--- config.mk ---
export PLATFORM = sky130hd
export DESIGN_NAME = fetch_queue_flat
export DESIGN_NICKNAME = d
export VERILOG_FILES = /design/src/rtl/fetch_queue_pkg.sv /design/src/rtl/fetch_queue_if.sv /design/src/rtl/fetch_queue_ram.sv /design/src/rtl/fetch_queue.sv /design/src/flat_wrapper.sv
export SDC_FILE = /design/constraint.sdc
export NUM_CORES = 1
export LEC_CHECK = 0
export CAP_MARGIN = 5
export CELL_PAD_IN_SITES_DETAIL_PLACEMENT = 0
export CELL_PAD_IN_SITES_GLOBAL_PLACEMENT = 1
export CORE_ASPECT_RATIO = 0.8
export CORE_MARGIN = 2
export CORE_UTILIZATION = 30
export CTS_BUF_LIST = sky130_fd_sc_hd__clkbuf_4
export CTS_CLUSTER_DIAMETER = 60
export CTS_CLUSTER_SIZE = 12
export DETAILED_ROUTE_END_ITERATION = 10
export MAX_ROUTING_LAYER = met4
export PLACE_DENSITY_LB_ADDON = 0.1
export SYNTH_ARGS = -nofsm -noshare
export SYNTH_HDL_FRONTEND = slang
export SYNTH_SLANG_ARGS = --single-unit
--- constraint.sdc ---
create_clock -name clk -period 11.1 [get_ports clk]
set_input_delay 2.775 -clock clk [delete_from_list [all_inputs] [get_ports clk]]
set_output_delay 2.775 -clock clk [all_outputs]
set_load 0.02 [all_outputs]
--- src/rtl/fetch_queue_pkg.sv ---
// Shared types for the fetch queue: the stored entry (PC + instruction) and the
// dual-slot response helpers.
package fetch_queue_pkg;

  typedef logic [31:0] addr_t;
  typedef logic [31:0] word_t;

  typedef struct packed {
    addr_t pc;
    word_t inst;
  } fetch_entry_t;

  localparam int FETCH_WIDTH = 2;

  // Number of instructions carried by a response; slot 2'b01 -> 1, 2'b11 -> 2.
  function automatic logic [1:0] slot_count(input logic [1:0] slot);
    return {1'b0, slot[0]} + {1'b0, slot[1]};
  endfunction

endpackage

--- src/rtl/fetch_queue_if.sv ---
// Fetch/decode-facing handshake of the fetch queue. The master is the fetch and
// decode side; the slave is the queue itself.
interface fetch_queue_if;
  import fetch_queue_pkg::*;

  logic                           flush;
  logic                           can_fetch;
  logic                           req_fire;
  logic                           resp_valid;
  addr_t                          resp_pc;
  logic [1:0]                     resp_slot;
  logic [63:0]                    resp_data;
  logic [FETCH_WIDTH-1:0]         out_valid;
  addr_t [FETCH_WIDTH-1:0]        out_pc;
  word_t [FETCH_WIDTH-1:0]        out_inst;
  logic [1:0]                     pop_cnt;

  modport master (
    output flush, req_fire, resp_valid, resp_pc, resp_slot, resp_data, pop_cnt,
    input  can_fetch, out_valid, out_pc, out_inst
  );

  modport slave (
    input  flush, req_fire, resp_valid, resp_pc, resp_slot, resp_data, pop_cnt,
    output can_fetch, out_valid, out_pc, out_inst
  );

endinterface

--- src/rtl/fetch_queue_ram.sv ---
// Entry storage for the fetch queue: two synchronous write ports (tail, tail+1)
// and two asynchronous read ports (head, head+1).
module fetch_queue_ram
  import fetch_queue_pkg::*;
#(
  parameter int DEPTH = 8
) (
  input  logic                     clk,
  input  logic                     we0_i,
  input  logic [$clog2(DEPTH)-1:0] waddr0_i,
  input  fetch_entry_t             wdata0_i,
  input  logic                     we1_i,
  input  logic [$clog2(DEPTH)-1:0] waddr1_i,
  input  fetch_entry_t             wdata1_i,
  input  logic [$clog2(DEPTH)-1:0] raddr0_i,
  input  logic [$clog2(DEPTH)-1:0] raddr1_i,
  output fetch_entry_t             rdata0_o,
  output fetch_entry_t             rdata1_o
);

  fetch_entry_t mem_q [DEPTH];

  always_ff @(posedge clk) begin
    if (we0_i) mem_q[waddr0_i] <= wdata0_i;
    if (we1_i) mem_q[waddr1_i] <= wdata1_i;
  end

  assign rdata0_o = mem_q[raddr0_i];
  assign rdata1_o = mem_q[raddr1_i];

endmodule

--- src/rtl/fetch_queue.sv ---
// Instruction buffer behind the I-cache: reserves space per fetch, drops stale
// responses after a flush. Optional same-cycle bypass: FETCH_QUEUE_BYPASS_EN.
module fetch_queue
  import fetch_queue_pkg::*;
#(
  parameter int DEPTH = 8
) (
  input  logic         clk,
  input  logic         resetn,
  fetch_queue_if.slave fq
);

  localparam int PTR_W = $clog2(DEPTH);
  localparam logic [PTR_W+1:0] USED_MAX = (PTR_W+2)'(DEPTH - 2);

  logic [PTR_W:0]   head_q, head_d, tail_q, tail_d, count;
  logic [PTR_W+1:0] reserved_q, reserved_d, used;
  logic [PTR_W:0]   drop_q, drop_d, drop_sum;
  logic [1:0]       n_push, n_write, avail, pop_eff, wr_start;
  logic             acc, bypass, we0, we1;
  fetch_entry_t [1:0] resp_e;
  fetch_entry_t     wr0, rd0, rd1;

  assign count          = tail_q - head_q;
  assign used           = {1'b0, count} + reserved_q;
  assign fq.can_fetch   = resetn && (used <= USED_MAX);
  assign n_push         = slot_count(fq.resp_slot);
  assign acc            = fq.resp_valid && !fq.flush && (drop_q == '0) && (reserved_q != '0);

`ifdef FETCH_QUEUE_BYPASS_EN
  assign bypass = acc && (count == '0);
`else
  assign bypass = 1'b0;
`endif

  // While bypassing, the response itself is what decode can pop this cycle.
  assign avail    = bypass ? n_push : ((count >= (PTR_W+1)'(2)) ? 2'd2 : count[1:0]);
  assign pop_eff  = (fq.pop_cnt > avail) ? avail : fq.pop_cnt;
  assign wr_start = bypass ? pop_eff : 2'd0;
  assign n_write  = n_push - wr_start;

  assign resp_e[0] = {fq.resp_pc, fq.resp_data[31:0]};
  assign resp_e[1] = {fq.resp_pc + 32'd4, fq.resp_data[63:32]};
  assign wr0       = wr_start[0] ? resp_e[1] : resp_e[0];
  assign we0       = acc && (n_write != 2'd0);
  assign we1       = acc && (n_write == 2'd2);

  fetch_queue_ram #(.DEPTH(DEPTH)) u_ram (
    .clk      (clk),
    .we0_i    (we0),
    .waddr0_i (tail_q[PTR_W-1:0]),
    .wdata0_i (wr0),
    .we1_i    (we1),
    .waddr1_i (tail_q[PTR_W-1:0] + PTR_W'(1)),
    .wdata1_i (resp_e[1]),
    .raddr0_i (head_q[PTR_W-1:0]),
    .raddr1_i (head_q[PTR_W-1:0] + PTR_W'(1)),
    .rdata0_o (rd0),
    .rdata1_o (rd1)
  );

  always_comb begin
    fq.out_valid = {count >= (PTR_W+1)'(2), count != '0};
    fq.out_pc    = {rd1.pc, rd0.pc};
    fq.out_inst  = {rd1.inst, rd0.inst};
    if (bypass) begin
      fq.out_valid = {n_push == 2'd2, 1'b1};
      fq.out_pc    = {resp_e[1].pc, resp_e[0].pc};
      fq.out_inst  = {resp_e[1].inst, resp_e[0].inst};
    end
    if (!resetn) fq.out_valid = 2'b00;
  end

  // Requests still outstanding at a flush: older drops, live reservations, this cycle's fetch.
  assign drop_sum = drop_q + reserved_q[PTR_W+1:1] + (PTR_W+1)'(fq.req_fire);

  always_comb begin
    head_d     = head_q;
    tail_d     = tail_q;
    reserved_d = reserved_q;
    drop_d     = drop_q;
    if (fq.flush) begin
      head_d     = '0;
      tail_d     = '0;
      reserved_d = '0;
      drop_d     = (fq.resp_valid && (drop_sum != '0)) ? drop_sum - (PTR_W+1)'(1) : drop_sum;
    end else begin
      head_d     = head_q + (PTR_W+1)'(pop_eff);
      if (acc) tail_d = tail_q + (PTR_W+1)'(n_write);
      reserved_d = reserved_q + (fq.req_fire ? (PTR_W+2)'(2) : '0) - (acc ? (PTR_W+2)'(2) : '0);
      if (fq.resp_valid && (drop_q != '0)) drop_d = drop_q - (PTR_W+1)'(1);
    end
  end

  always_ff @(posedge clk) begin
    if (!resetn) begin
      head_q     <= '0;
      tail_q     <= '0;
      reserved_q <= '0;
      drop_q     <= '0;
    end else begin
      head_q     <= head_d;
      tail_q     <= tail_d;
      reserved_q <= reserved_d;
      drop_q     <= drop_d;
    end
  end

  a_pop_legal: assert property (@(posedge clk) disable iff (!resetn)
    fq.flush || (fq.pop_cnt <= avail));
  a_resp_expected: assert property (@(posedge clk) disable iff (!resetn)
    !(fq.resp_valid && !fq.flush && (drop_q == '0) && (reserved_q == '0)));

endmodule

--- src/flat_wrapper.sv ---
// flat-port wrapper written by rule: the top's interface ports become plain ports
module fetch_queue_flat import fetch_queue_pkg::*;
#(
  parameter int DEPTH = 8
)
  (clk, resetn, fq_flush, fq_req_fire, fq_resp_valid, fq_resp_pc, fq_resp_slot, fq_resp_data, fq_pop_cnt, fq_can_fetch, fq_out_valid, fq_out_pc, fq_out_inst);
  fetch_queue_if fq_i ();
  input  logic clk;
  input  logic resetn;
  input wire logic [$bits(fq_i.flush)-1:0] fq_flush;
  input wire logic [$bits(fq_i.req_fire)-1:0] fq_req_fire;
  input wire logic [$bits(fq_i.resp_valid)-1:0] fq_resp_valid;
  input wire logic [$bits(fq_i.resp_pc)-1:0] fq_resp_pc;
  input wire logic [$bits(fq_i.resp_slot)-1:0] fq_resp_slot;
  input wire logic [$bits(fq_i.resp_data)-1:0] fq_resp_data;
  input wire logic [$bits(fq_i.pop_cnt)-1:0] fq_pop_cnt;
  output wire logic [$bits(fq_i.can_fetch)-1:0] fq_can_fetch;
  output wire logic [$bits(fq_i.out_valid)-1:0] fq_out_valid;
  output wire logic [$bits(fq_i.out_pc)-1:0] fq_out_pc;
  output wire logic [$bits(fq_i.out_inst)-1:0] fq_out_inst;
  assign fq_i.flush = fq_flush;
  assign fq_i.req_fire = fq_req_fire;
  assign fq_i.resp_valid = fq_resp_valid;
  assign fq_i.resp_pc = fq_resp_pc;
  assign fq_i.resp_slot = fq_resp_slot;
  assign fq_i.resp_data = fq_resp_data;
  assign fq_i.pop_cnt = fq_pop_cnt;
  assign fq_can_fetch = fq_i.can_fetch;
  assign fq_out_valid = fq_i.out_valid;
  assign fq_out_pc = fq_i.out_pc;
  assign fq_out_inst = fq_i.out_inst;
  fetch_queue #(.DEPTH(DEPTH)) u_core (.clk(clk), .resetn(resetn), .fq(fq_i));
endmodule
Word-level counts from Yosys, hierarchy flattened. Memory sizes are Yosys's and may differ from the RTL's. A register that Yosys moved wholly into a read port is not among the register bits. Index checks and enable logic that the tools add are counted.

Flip-flop bits (word level): 17. RAM bits: 512. Memories kept: 1. Output and inout bits: 131.

Muxes and demuxes: 13. Reductions and logical operators: 17. Bitwise operators: 1. Order comparisons: 3. $add $sub $neg: 14. Equal/unequal tests: 1.

Memories: u_core.u_ram.mem_q (depth 8, bits a word 64, read ports 2, clocked after memory_dff 1, write ports 2, RTL line fetch_queue_ram.sv:21) `fetch_entry_t mem_q [DEPTH];`.

Operators by type and width (count): $add A32 B3 Y32 const B (1); $mux W4 (3); $reduce_bool A4 Y1 (3); $mux W2 (5); $add A4 B2 Y4 (2); $logic_and A1 B1 Y1 (8); $sub A4 B1 Y4 const B (2); $add A3 B1 Y3 const B (2); $add A4 B5 Y5 (1); $add A5 B5 Y5 (1); $le A5 B3 Y1 const B (1); $reduce_bool A5 Y1 (1); $sub A5 B5 Y5 (1); $add A4 B1 Y4 (1); $add A4 B4 Y4 (1); $ge A4 B2 Y1 const B (1); $logic_not A4 Y1 (1); $mux W1 (4); $reduce_bool A2 Y1 (2); $sub A4 B4 Y4 (1); $mux W3 (1); $add A1 B1 Y2 (1); $eq A2 B2 Y1 const B (1); $gt A2 B2 Y1 (1); other kinds (3) (3).

Longest topological paths before layout. Gate-level depths: netlist of run 1.

Depth in word-level cells: 7. Depth in mapped cells: 19. Gate-level depth less buffers: 18.

Modules after synthesis. Synthesis of run 1 repeated with hierarchy kept, for this count alone.

Cell total of the unflattened synthesis: 1806. Area, all modules: 31353.8 µm².

Modules (own cells, without submodules): fetch_queue_ram (area an instance 29296.8 µm², cells each 1557, instances 1); fetch_queue (area an instance 2057.0 µm², cells each 249, instances 1).

Worst setup path after synthesis of run 1. Ideal clock, no wire load.

Path type: input-to-reg. From: in fq_resp_valid. To: mem u_core.u_ram.mem_q[2][0] (netlist bit) (enable). Buffers on the path: 1. Slack: 0.066 ns. Setup time: 0.661 ns. Arrival: 10.374 ns. Data required time: 10.439 ns. Cell stages on the path: 5. Cell sequence: clkbuf_1 -> nand2b_1 -> nor3_2 -> nand2_1 -> o41ai_1.

RTL lines: start, declared (RTL line flat_wrapper.sv:12) `input wire logic [$bits(fq_i.resp_valid)-1:0] fq_resp_valid;`; end, declared (RTL line fetch_queue_ram.sv:21).

Worst setup path in the final report of run 1.
From: reg u_core.head_q[2]. To: out fq_can_fetch.

Word-level cells in the longest chain between the ends: 4.

Ends and longest elaborated chain: start, declared (RTL line fetch_queue.sv:16) `logic [PTR_W:0] head_q, head_d, tail_q, tail_d, count;`; start signal, assigned (RTL line fetch_queue.sv:97) `head_q <= '0;`; start signal, assigned (RTL line fetch_queue.sv:102) `head_q <= head_d;`; $sub A4 B4 Y4 (RTL line fetch_queue.sv:24) `assign count = tail_q - head_q;`; $add A4 B5 Y5 (RTL line fetch_queue.sv:25) `assign used = {1'b0, count} + reserved_q;`; $le A5 B3 Y1 (RTL line fetch_queue.sv:26) `assign fq.can_fetch = resetn && (used <= USED_MAX);`; $logic_and A1 B1 Y1 (RTL line fetch_queue.sv:26); end, declared (RTL line flat_wrapper.sv:17) `output wire logic [$bits(fq_i.can_fetch)-1:0] fq_can_fetch;`.

Every way passes these cells.

==> impl_metrics.csv, run 1 <==
group,metric,value,unit
power,p_int,4.36,mW
critical_path,critical_path.startpoint_type,"register",
synthesis,netlist_cell_types,52,
placement,io_buffer_count,235,
clock_network,clk-insertion-delay-late,990,ps
critical_path,cp_slowest_cell,"sky130_fd_sc_hd__clkinv_2",
layout,final-seq-area,15700,µm²
critical_path,critPathTopFamily,"buffers and inverters",
synthesis,synth_top_cells_by_area,"sky130_fd_sc_hd__edfxtp_1 48%, sky130_fd_sc_hd__mux4_2 18%, sky130_fd_sc_hd__nand2_1 13%, sky130_fd_sc_hd__xnor2_1 3.5%, sky130_fd_sc_hd__xor2_1 2.9%",
clock_network,clock-sinks,528,
critical_path,path_max_fanout,35,
route,avgViaCountPerCell,5.12,
grt,grt_pass1_wl,163,mm
grt,maximum_number_of_pins_on_one_net_before_global_route_repair,121,
grt,antenna_violations_before_repair,9,
placement,placed_cell_area,35300,µm²
timing,maxSlewViolCount,0,
layout,drive_above_1_share,16.8,%
timing,report.final.hold_viol_count,0,
clock_network,clockBufferDepth,3,
placement,place.detailed.hpwl,65.1,mm
timing,fmax,0.127,GHz
synthesis,netlist_instances,2819,
layout,layout.cell_area.non_filler,36200,µm²
flow_run,max-cap-violations,0,
grt,grt_overflow,0,
clock_network,cts_stage_hold_buffer_count,0,
layout,layout-area-overhead-vs-synth,13.9,%
critical_path,worst_path_most_repeated_cell,"sky130_fd_sc_hd__ha_1",
synthesis,yosys.cell_count.top_type,"sky130_fd_sc_hd__nand2_1",
synthesis,yosys_warnings,0,
critical_path,reg2reg_from,"u_core.head_q[2]",
route,vias,22300,
critical_path,timing.critical_path.buf_inv,3,
layout,layout.core_utilization,34.6,%
die,fp.coreArea,105000,µm²
timing,timing.hold.ws,572,ps
power,max-vdd-ir-drop,0.219,mV
timing,rsz0062_at_grt,"no",
timing,timing.final.ws_setup,3220,ps
route,postRouteAntennaNets,0,
grt,grt_usage,21.2,%
clock_network,htreeDepth,2,
critical_path,rrSetupSlack,6010,ps
synthesis,avgSynthCellArea,11.3,µm²
grt,via_count_of_the_first_global_routing_pass,22600,
min_path,timing.hold.worst_endpoint,"u_core.head_q[3]",
timing,totalNegativeSetupSlack,0,ps
route,drc_errors,0,
synthesis,syn_area,31800,µm²
placement,placed_cells,4245,
placement,place.gp.congestion,0.769,
synthesis,synth.top_cell.area_share,48.4,%
clock_network,clk_pin_slew_worst_paths,120,ps
critical_path,r2r_end,"u_core.head_q[2]",
power,total_switching_power,2.48,mW
die,io_pins,236,
clock_network,cts-buffers-inserted,59,
layout,nets,3042,
layout,multi_input_area,15000,µm²
power,clock_power_share,18.6,%
route,detailedRoute.firstIterationViolations,1884,
timing,final-setup-viol-count,0,
min_path,hold_depth,2,
min_path,holdCritStartpoint,"u_core.head_q[3]",
synthesis,synth.yosys.seq_area_share,49.4,%
layout,fill_cells,10400,
critical_path,timing.critical_path.required,8330,ps
die,die_w,368,µm
route,drt-pass1-iter-count,5,
critical_path,criticalPathCategory,"reg2out",
synthesis,synth_seq_cells,528,
synthesis,postSynth.asyncResetShare,0,%
die,floorplan.initialDensity,30.3,%
clock_network,ctsResizeCount,0,
die,fp.dieH,295,µm
critical_path,worstRegToRegCells,14,
synthesis,synth.top_cells.by_count,"1127 x sky130_fd_sc_hd__nand2_1, 512 x sky130_fd_sc_hd__edfxtp_1, 256 x sky130_fd_sc_hd__mux4_2",
critical_path,critical_path.endpoint_type,"output port",
power,combinational_cell_fraction_of_total_power,47.8,%
clock_network,post_cts.repair.setup_buffers,0,
power,p_total,6.84,mW
power,powerDensity,189,nW/µm²
clock_network,cts_tree,"done",
layout,instances_no_fill,4354,
critical_path,cp.arrival,5110,ps
route,wire_per_inst,26.0,µm
die,std_cell_rows,106,
timing,max_slew_margin,20.1,%
critical_path,crit_chain,"clkinv_2 -> ha_1 -> xor2_1 -> inv_1 -> ha_1 -> a21oi_1 -> nand3_1 -> o21ai_0 -> a22oi_1 -> nor2_1 -> clkdlybuf4s50_1",
clock_network,cts-root-buf,"sky130_fd_sc_hd__clkbuf_4",
timing,skew,57.0,ps
placement,dp_worst_setup_slack,3990,ps
power,leakage,12.6,nW
synthesis,number_of_enable_type_register_cells_in_the_synthesized_netlist,512,
status,outcome,"finished clean",
power,seq_power_share,33.6,%
synthesis,most_instantiated_flip_flop_cell_in_the_synthesis_netlist,"sky130_fd_sc_hd__edfxtp_1",
timing,final.min_clock_period,7880,ps
min_path,timing.hold.worst.class,"reg2reg",
route,wirelength,113,mm
timing,fin_crit_sh,71.0,%
synthesis,synth_top_area_cell,"sky130_fd_sc_hd__edfxtp_1",
die,die_area,109000,µm²
synthesis,mappedNetlistNets,2959,
timing,worst_slew_pin_slew,1190,ps
power,switching_share,36.2,%
critical_path,critical_path.max_stage_delay,860,ps
-- cell usage in the layout, fill, tap and decap left out, drive strengths merged, types with 12 or more instances in the layout --
| master | instances |
|---|---|
| nand2 | 1127 |
| edfxtp | 512 |
| mux4 | 256 |
| clkdlybuf4s50 | 235 |
| xnor2 | 128 |
| nor2 | 117 |
| xor2 | 107 |
| clkbuf | 67 |
| mux2 | 64 |
| buf | 47 |
| inv | 35 |
| nor3 | 32 |
| o21ai | 30 |
| ha | 28 |
| nand3 | 25 |
| dfxtp | 16 |
| clkinv | 16 |
| nand4 | 12 |
-- worst reg2reg max path, delay by kind of cell (launching register included) --
family / cells / cell delay (ps)
flip-flops: 1 / 830
adder cells (fa/ha/maj): 4 / 1630
AO/OA/AOI/OAI: 4 / 1060
AND/OR/NAND/NOR: 3 / 380
buffers and inverters: 2 / 950
XOR/XNOR: 1 / 170
-- registers in the layout (all words and copies together) (netlist names) --
name / count
u_core.head_q: 4
u_core.reserved_q: 4
u_core.u_ram.mem_q: 512
u_core.drop_q: 4
u_core.tail_q: 4
-- power groups by stage --
stage	Clock, mW	Sequential, mW	Combinational [mW]
2_1_floorplan	0	2.28	2.24
3_3_place_gp	0	2.35	3.32
3_5_place_dp	0	2.35	3.33
4_1_cts	1.32	2.31	3.35
5_1_grt	1.38	2.31	3.52
6_report	1.27	2.30	3.27
-- logic make-up after synthesis --
logic type	after synthesis	share of synthesized area, %
fa+ha+maj	35	1.54
simple gates	1351	17.1
flops	528	49.4
mux	322	20.5
compound gates	56	1.02
buf+inv	292	4.02
xor+xnor	235	6.47
-- area by class of cell --
| class | instances | area share [%] |
|---|---|---|
| clock buffer | 67 | 1.39 |
| antenna | 9 | 0.0622 |
| clock inverter | 33 | 1.12 |
| inverter | 32 | 0.335 |
| sequential | 528 | 43.4 |
| timing repair buffer | 282 | 7.54 |
| multi-input combinational | 1999 | 41.3 |
| tap | 1404 | 4.85 |
-- layer usage --
layer  global-route usage, %  share of wire (%)  up-vias  wire length [µm]
li1                        -                  -    10000                 -
met2                    33.3                 46      688             52600
met5                       -                  0        -                 0
met4                    4.97                2.1        0              2350
met1                    29.0                 46    11400             52000
met3                    3.27                5.5      151              6190
-- how the worst max path moves through the flow --
stage          cells after the start                         to        startpoint
2_1_floorplan                      5   u_core.u_ram.mem_q[2][0]     fq_resp_valid
3_3_place_gp                      11               fq_can_fetch  u_core.head_q[2]
3_5_place_dp                       6  u_core.u_ram.mem_q[3][48]     fq_resp_valid
4_1_cts                           11               fq_can_fetch  u_core.head_q[2]
5_1_grt                           11               fq_can_fetch  u_core.head_q[2]
6_report                          11               fq_can_fetch  u_core.head_q[2]
(Power assumes the default switching activity.)
==> run 2: changes to the inputs <==
==> constraint.sdc (replaced) <==
create_clock -name clk -period 8.01 [get_ports clk]
set_input_delay 2.0025 -clock clk [delete_from_list [all_inputs] [get_ports clk]]
set_output_delay 2.0025 -clock clk [all_outputs]
set_load 0.02 [all_outputs]
==> impl_metrics.csv, run 2 (synthesis gave the netlist of run 1 again) <==
group,metric,value,unit
status,outcome,"finished clean",
power,max-vdd-ir-drop,0.213,mV
critical_path,timing.critical_path.from,"u_core.head_q[1]",
critical_path,path_max_fanout,53,
critical_path,cp.arrival,4930,ps
flow_run,max-cap-violations,0,
die,die_w,368,µm
placement,place.detailed.hpwl,67.3,mm
placement,place.gp.congestion,0.784,
clock_network,cts-root-buf,"sky130_fd_sc_hd__clkbuf_4",
clock_network,cts-buffers-inserted,58,
layout,mostFrequentLayoutCell,"sky130_fd_sc_hd__nand2_1",
timing,maxSlewViolCount,0,
grt,maximum_number_of_pins_on_one_net_before_global_route_repair,118,
route,detailedRoute.firstIterationViolations,1940,
min_path,timing.hold.worst.class,"reg2reg",
clock_network,clock-sinks,528,
critical_path,crit_chain,"ha_4 -> buf_12 -> mux4_2 -> mux2_2 -> clkdlybuf4s50_1",
critical_path,timing.critical_path.required,6010,ps
timing,final-setup-viol-count,0,
min_path,holdCritStartpoint,"u_core.head_q[3]",
placement,io_buffer_count,235,
layout,number_of_flip_flops_under_the_largest_register_name,512,
critical_path,cp_slowest_cell,"sky130_fd_sc_hd__dfxtp_4",
route,drc_errors,0,
critical_path,worstRegToRegCells,15,
clock_network,post_cts.repair.setup_buffers,0,
route,postRouteAntennaNets,0,
grt,antenna_violations_before_repair,9,
timing,report.final.hold_viol_count,0,
timing,totalNegativeSetupSlack,0,ps
die,std_cell_rows,106,
layout,instances_no_fill,4339,
route,wire_per_inst,26.1,µm
clock_network,cts_tree,"done",
die,fp.dieH,295,µm
layout,layout-area-overhead-vs-synth,13.6,%
clock_network,ctsResizeCount,0,
timing,max_slew_margin,22.8,%
route,drt-pass1-iter-count,5,
min_path,hold_depth,2,
timing,rsz0062_at_grt,"no",
critical_path,timing.critical_path.buf_inv,2,
timing,timing.final.ws_setup,1080,ps
grt,grt_overflow,0,
timing,timing.hold.ws,565,ps
timing,fin_crit_sh,86.5,%
route,vias,22200,
die,die_area,109000,µm²
die,floorplan.initialDensity,30.3,%
layout,max_flop_register,"u_core.u_ram.mem_q",
die,io_pins,236,
placement,dp_worst_setup_slack,1940,ps
critical_path,critical_path.startpoint_type,"register",
power,leakage,12.6,nW
route,wirelength,113,mm
clock_network,cts_stage_hold_buffer_count,0,
clock_network,clk-insertion-delay-late,970,ps
clock_network,clockBufferDepth,3,
grt,grt_usage,21.3,%
route,avgViaCountPerCell,5.12,
clock_network,htreeDepth,2,
placement,placed_cells,4237,
critical_path,rrSetupSlack,3410,ps
critical_path,critPathTopFamily,"flip-flops",
critical_path,reg2reg_from,"u_core.head_q[1]",
min_path,timing.hold.worst_endpoint,"u_core.head_q[3]",
critical_path,criticalPathCategory,"reg2out",
critical_path,critical_path.max_stage_delay,1070,ps
timing,fmax,0.144,GHz
power,powerDensity,259,nW/µm²
layout,nets,3033,
timing,skew,79.1,ps
grt,grt_pass1_wl,164,mm
grt,via_count_of_the_first_global_routing_pass,22400,
layout,drive_above_1_share,16.4,%
critical_path,critical_path.endpoint_type,"output port",
timing,worst_slew_pin_slew,1160,ps
die,fp.coreArea,105000,µm²
timing,final.min_clock_period,6930,ps
layout,layout.cells.most_common_list,"1121 x sky130_fd_sc_hd__nand2_1, 512 x sky130_fd_sc_hd__edfxtp_1, 256 x sky130_fd_sc_hd__mux4_2, 235 x sky130_fd_sc_hd__clkdlybuf4s50_1, 128 x sky130_fd_sc_hd__xnor2_1",
clock_network,clk_pin_slew_worst_paths,110,ps
critical_path,r2r_end,"u_core.head_q[2]",
power,p_total,9.34,mW
-- run 2: changes by cell type in the layout (fill, tap and decap cells not counted), moves of 6 or more --
| cell | before | now |
|---|---|---|
| sky130_fd_sc_hd__nand2_4 | 0 | 6 |
| sky130_fd_sc_hd__nand2_2 | 6 | 0 |
| sky130_fd_sc_hd__buf_12 | 2 | 9 |
| sky130_fd_sc_hd__bufinv_16 | 9 | 3 |
| sky130_fd_sc_hd__buf_4 | 45 | 30 |
-- run 2: power breakdown --
part           internal, mW  switching, mW  total [mW]
clock                 0.508           1.04        1.55
sequential             3.07          0.119        3.19
combinational          2.30           2.31        4.61
-- run 2: worst min-delay path: cells and delay by family (launching register included) --
| family | cells | cell delay (ps) |
|---|---|---|
| flops | 1 | 380 |
| simple gates | 1 | 70 |
| xor+xnor | 1 | 80 |
-- run 2: routing by layer --
layer	up-vias	GRT usage [%]	share of wire [%]
met5	-	-	0
met2	710	33.4	46
met4	0	3.88	1.6
met3	108	3.06	5.9
met1	11400	29.6	46
li1	9983	-	-
-- run 2: cell type report --
type	count	area [µm²]
fillers	10400	68600
flip-flops and latches	528	15700
multi-input cells	1999	15000
repair buffers	274	2760
well taps	1404	1760
clock buffers	67	503
clock inverters	25	223
inverters	32	123
diodes	10	25.0
-- run 2: worst max path at each step --
stage / endpoint / depth (start not counted)
2_1_floorplan: u_core.u_ram.mem_q[6][0] / 5
3_3_place_gp: fq_out_inst[38] / 5
3_5_place_dp: fq_out_inst[38] / 5
4_1_cts: fq_out_inst[38] / 5
5_1_grt: fq_out_inst[38] / 5
6_report: fq_out_inst[33] / 5
-- run 2: stage by stage --
stage                     instance area (µm²)  util [%]
after floorplan                         31800         -
after global placement                  35400      33.8
after detailed placement                35400      33.8
after CTS                               36100      34.5
after global routing                    36100      34.5
final                                   36100      34.5
